<file path="src/rtl/p2s_shifter.sv">
// Parallel-to-serial shifter with a general-purpose register mode.
// In idle the register behaves as a universal shift register selected by {s1,s0};
// a start pulse loads d and serialises it, one bit every DIV clocks, then pulses done.
module p2s_shifter #(
  parameter int unsigned WIDTH     = 64,
  parameter int unsigned DIV       = 1,
  parameter int unsigned MSB_FIRST = 1
) (
  input  logic             clk,
  input  logic             rst_n,
  input  logic             s1,
  input  logic             s0,
  input  logic             sr_in,
  input  logic             sl_in,
  input  logic [WIDTH-1:0] d,
  input  logic             start,
  output logic [WIDTH-1:0] q,
  output logic             ser_out,
  output logic             ser_valid,
  output logic             busy,
  output logic             done
);

  localparam int unsigned CntW = $clog2(WIDTH + 1);
  localparam int unsigned DivW = (DIV > 1) ? $clog2(DIV) : 1;
  localparam logic [CntW-1:0] BitLast = CntW'(WIDTH - 1);
  localparam logic [DivW-1:0] DivLast = DivW'(DIV - 1);

  typedef enum logic [1:0] {StIdle, StShift, StDone} state_e;

  state_e           state_q, state_d;
  logic [WIDTH-1:0] q_q, q_d;
  logic             ser_out_q, ser_out_d;
  logic             ser_valid_q, ser_valid_d;
  logic             busy_q, busy_d;
  logic             done_q, done_d;
  logic [DivW-1:0]  div_cnt_q, div_cnt_d;
  logic [CntW-1:0]  bit_cnt_q, bit_cnt_d;
  logic [WIDTH-1:0] q_drained;

  // Next-state, register datapath and registered-output values
  always_comb begin
    state_d     = state_q;
    q_d         = q_q;
    ser_out_d   = ser_out_q;
    ser_valid_d = ser_valid_q;
    busy_d      = busy_q;
    done_d      = 1'b0;
    div_cnt_d   = div_cnt_q;
    bit_cnt_d   = bit_cnt_q;
    // Register moved one place toward the serial output end, zero filled
    q_drained   = (MSB_FIRST != 0) ? {q_q[WIDTH-2:0], 1'b0} : {1'b0, q_q[WIDTH-1:1]};

    unique case (state_q)
      StIdle: begin
        ser_out_d   = 1'b0;
        ser_valid_d = 1'b0;
        busy_d      = 1'b0;
        div_cnt_d   = '0;
        bit_cnt_d   = '0;
        if (start) begin
          // start wins over the register mode select
          q_d         = d;
          state_d     = StShift;
          busy_d      = 1'b1;
          ser_valid_d = 1'b1;
          ser_out_d   = (MSB_FIRST != 0) ? d[WIDTH-1] : d[0];
        end else begin
          case ({s1, s0})
            2'b01:   q_d = {sr_in, q_q[WIDTH-1:1]};
            2'b10:   q_d = {q_q[WIDTH-2:0], sl_in};
            2'b11:   q_d = d;
            default: q_d = q_q;
          endcase
        end
      end
      StShift: begin
        if (div_cnt_q == DivLast) begin
          div_cnt_d = '0;
          q_d       = q_drained;
          if (bit_cnt_q == BitLast) begin
            // Last bit period over: register is fully drained
            state_d     = StDone;
            done_d      = 1'b1;
            busy_d      = 1'b0;
            ser_valid_d = 1'b0;
            ser_out_d   = 1'b0;
            q_d         = '0;
            bit_cnt_d   = '0;
          end else begin
            bit_cnt_d = bit_cnt_q + 1'b1;
            ser_out_d = (MSB_FIRST != 0) ? q_drained[WIDTH-1] : q_drained[0];
          end
        end else begin
          div_cnt_d = div_cnt_q + 1'b1;
        end
      end
      StDone: begin
        state_d     = StIdle;
        ser_out_d   = 1'b0;
        ser_valid_d = 1'b0;
        busy_d      = 1'b0;
      end
      default: begin
        state_d = StIdle;
      end
    endcase
  end

  // State and output registers, cleared asynchronously
  always_ff @(posedge clk or negedge rst_n) begin
    if (!rst_n) begin
      state_q     <= StIdle;
      q_q         <= '0;
      ser_out_q   <= 1'b0;
      ser_valid_q <= 1'b0;
      busy_q      <= 1'b0;
      done_q      <= 1'b0;
      div_cnt_q   <= '0;
      bit_cnt_q   <= '0;
    end else begin
      state_q     <= state_d;
      q_q         <= q_d;
      ser_out_q   <= ser_out_d;
      ser_valid_q <= ser_valid_d;
      busy_q      <= busy_d;
      done_q      <= done_d;
      div_cnt_q   <= div_cnt_d;
      bit_cnt_q   <= bit_cnt_d;
    end
  end

  assign q         = q_q;
  assign ser_out   = ser_out_q;
  assign ser_valid = ser_valid_q;
  assign busy      = busy_q;
  assign done      = done_q;

endmodule

</file>
<file path="config.mk">
export PLATFORM = sky130hd
export DESIGN_NAME = p2s_shifter
export DESIGN_NICKNAME = d
export VERILOG_FILES = /design/src/rtl/p2s_shifter.sv
export SDC_FILE = /design/constraint.sdc
export NUM_CORES = 1
export LEC_CHECK = 0
export ABC_AREA = 1
export CORE_UTILIZATION = 45
export CTS_CLUSTER_SIZE = 24
export DETAILED_ROUTE_END_ITERATION = 10
export GPL_TIMING_DRIVEN = 1
export PLACE_DENSITY = 0.74
export SLEW_MARGIN = 20
export SYNTH_ARGS = -nofsm -noshare
export SYNTH_HDL_FRONTEND = slang
export SYNTH_SLANG_ARGS = --single-unit
</file>
<file path="constraint.sdc">
create_clock -name clk -period 2.6 [get_ports clk]
set_input_delay 0.52 -clock clk [delete_from_list [all_inputs] [get_ports clk]]
set_output_delay 0.52 -clock clk [all_outputs]
set_load 0.005 [all_outputs]
</file>
==> impl_metrics.env <==
export IMPL_io_buffer_count=138
export IMPL_slew_violations=0
export IMPL_hpwl_mm=10.2
export IMPL_drt_iter0_drc=469
export IMPL_cpLargestDelayFamily="buffers and inverters"
export IMPL_path_common_cell="inv_2"
export IMPL_fin_crit_ns=1.95
export IMPL_synth_warnings=0
export IMPL_ys_seq_elements=76
export IMPL_cp_arrival_ns=2.23
export IMPL_p_int_mw=4.31
export IMPL_routed_wl_mm=16.2
export IMPL_vias=5907
export IMPL_synthMuxAreaShare_pct=0
export IMPL_path_cells="inv_1 -> ha_1 -> inv_2 -> nor2_4 -> nand3_4 -> nand3_2 -> inv_2 -> nand2_1 -> nand3_1"
export IMPL_postCtsSetupBuffers=0
export IMPL_synth_enable_flop_cells=0
export IMPL_cap_viol_max_count=0
export IMPL_critPathMaxStageDelay_ns=0.54
export IMPL_area_delta_synth_final_pct=29.1
export IMPL_die_h_um=114
export IMPL_p_switching_mw=3.39
export IMPL_antenna_found_initial=0
export IMPL_dieArea_mm2=0.0130
export IMPL_synth_most_common_cell="nand2_1"
export IMPL_slew_headroom_pct=52.2
export IMPL_required_ns=2.87
export IMPL_setup_tns_ns=0
export IMPL_leakage_nw=3.74
export IMPL_synth_simple_gate_area_share_pct=48.6
export IMPL_netlist_area_leader_share_pct=35.1
export IMPL_crit_fanout=33
export IMPL_worst_r2r_cell_count=9
export IMPL_combPwrFrac_pct=51.3
export IMPL_synth_fa_ha_area_share_pct=1.11
export IMPL_synth_top_flop_cell="dfrtp_1"
export IMPL_synthCells=882
export IMPL_syn_mean_instance_area_um2=6.40
export IMPL_start_util_pct=46.6
export IMPL_synth_fp_nets=958
export IMPL_pwr_share_seq_pct=29.7
export IMPL_cts_tree="built"
export IMPL_cts_buffer_depth=2
export IMPL_cts_made_buffers=9
export IMPL_clk_pin_slew_worst_paths_ns=0.06
export IMPL_clockPowerShare_pct=19.0
export IMPL_finClkSkew_ns=0.00930
export IMPL_overflow=0
export IMPL_cts_resized=0
export IMPL_worst_path_buf_inv=3
export IMPL_hold_class="input pin to async pin"
export IMPL_die_width_um=114
export IMPL_fin_nets=1066
export IMPL_track_usage_pct=26.0
export IMPL_switching_share_pct=44.0
export IMPL_synthXorXnorAreaFrac_pct=0.466
export IMPL_async_flop_share_pct=100
export IMPL_cp_slowest_cell="inv_2"
export IMPL_htree_num_levels=3
export IMPL_root_buffer="clkbuf_16"
export IMPL_vdd_drop_max_uv=610
export IMPL_rsz0062_at_grt="no"
export IMPL_syn_cell_area_mm2=0.00564
export IMPL_ys_top_cells_by_count="nand2_1 (527), nand3_1 (84), dfrtp_1 (76)"
export IMPL_synth_area_top_cells="nand2_1 (35%), dfrtp_1 (34%), nand3_1 (7.5%)"
export IMPL_cts_hold_fix_buffers=0
export IMPL_r2r_slack_ns=0.65
export IMPL_ys_seq_area_share_pct=33.7
export IMPL_fp_row_count=40
export IMPL_drive_above_1_share_pct=7.44
export IMPL_synth_top_cell_by_area="nand2_1"
export IMPL_grt_max_degree=65
export IMPL_drc=0
export IMPL_synth_top_family_by_area="simple AND/OR/NAND/NOR gates"
export IMPL_wl_per_cell_um=14.0
export IMPL_min_period_over_period_pct=75.2
export IMPL_grt_pass1_wl_mm=27.0
export IMPL_vias_per_cell=5.08
export IMPL_coreArea_mm2=0.0121
export IMPL_dr_pass1_iters=5
export IMPL_status="finished, final reports clean"
export IMPL_clk_latency_ns=0.34
export IMPL_setup_viol=0
export IMPL_ant_nets=0
export IMPL_diodes=0
export IMPL_cp_start_kind="flop"
export IMPL_path_depth=9
export IMPL_grt_pass1_vias=5351
export IMPL_fmax_mhz=512
export IMPL_pin_count=139
export IMPL_end_kind="flop"
export IMPL_fillCellCount=1197
export IMPL_critPathKind="flop to flop"
export IMPL_power_density_mw_per_mm2=1060
export IMPL_hold_ws_ns=0.166
export IMPL_synth_compound_area_share_pct=4.68
export IMPL_clock_sinks=76
export IMPL_gp_congestion=0.813
export IMPL_worstMarginPinSlew_ns=0.716
export IMPL_synth_distinct_cells=33
export IMPL_hold_viol=0
-- cells in the final DEF (no fill, tap or decap), types with 2 or more instances in the layout --
| cell type | instances |
|---|---|
| nand2_1 | 527 |
| clkdlybuf4s50_1 | 136 |
| nand3_1 | 84 |
| dfrtp_1 | 76 |
| inv_1 | 46 |
| o22ai_1 | 29 |
| nand3_2 | 21 |
| buf_4 | 12 |
| clkbuf_16 | 9 |
| inv_2 | 7 |
| ha_1 | 5 |
| o21ai_0 | 4 |
| nor2_4 | 3 |
| nor2_1 | 3 |
| nand2_4 | 3 |
| clkinv_2 | 3 |
| xor2_1 | 3 |
| bufinv_16 | 3 |
| buf_12 | 3 |
| nand2_2 | 2 |
-- final cells by class --
cell class	instances	area [um2]	share of cell area [%]
Clock buffer	10	239	3.28
Clock inverter	5	100	1.37
Inverter	56	221	3.04
Multi-Input combinational cell	695	3100	42.5
Sequential cell	76	1900	26.1
Tap cell	168	210	2.89
Timing Repair Buffer	152	1520	20.8
-- metal layers --
layer | global-route usage (%) | wire length, um | vias to the layer above
met1 | 36.1 | 7650 | 2731
li1 | - | - | 2962
met5 | 0 | 0 | -
met3 | 4.14 | 1020 | 17
met2 | 42.0 | 7360 | 197
met4 | 7.10 | 209 | 0
-- power groups by stage --
stage	Clock [mW]	Combinational, mW	Sequential [mW]
floorplan	0	2.61	2.17
global placement	0	3.89	2.29
detailed placement	0	3.94	2.29
CTS	1.47	3.97	2.27
global route	1.52	4.42	2.36
finish	1.46	3.95	2.28
-- sequential cells by signal (all words and copies together) (netlist names) --
register   cells
bit_cnt_q      7
busy           1
done           1
q             64
ser_out        1
state_q        2
-- worst paths after layout --
kind,start,endpoint
setup / recovery,state_q[0],q[9]
hold / removal,rst_n,q[7]
setup reg to reg,state_q[0],q[9]
hold reg to reg,ser_out,ser_out
max in group asynchronous,rst_n,q[49]
min in group clk,ser_out,ser_out
-- worst register-to-register path, delay by kind of cell, from the launching register on --
kind | cells | cell delay, ns
fa+ha+maj | 1 | 0.28
buf+inv | 3 | 0.73
flops | 1 | 0.39
simple gates | 5 | 0.49
-- cells by family after synthesis --
logic type | after synthesis
flip-flops | 76
AND/OR/NAND/NOR | 646
AO/OA/AOI/OAI | 41
adder cells (fa/ha/maj) | 5
buffers and inverters | 111
XOR/XNOR | 3
-- per-stage QoR --
| step | utilization, % | area (um2) | cells | worst slack (ns) | power, mW |
|---|---|---|---|---|---|
| after floorplan | - | 5640 | 882 | 1.08 | 4.78 |
| after global placement | 57.4 | 6950 | 1147 | 0.425 | 6.18 |
| after detailed placement | 57.4 | 6950 | 1147 | 0.362 | 6.22 |
| after CTS | 60.2 | 7290 | 1162 | 0.679 | 7.72 |
| after global routing | 60.2 | 7290 | 1162 | 0.480 | 8.30 |
| final | 60.2 | 7290 | 1162 | 0.645 | 7.70 |
(Power assumes the default switching activity.)
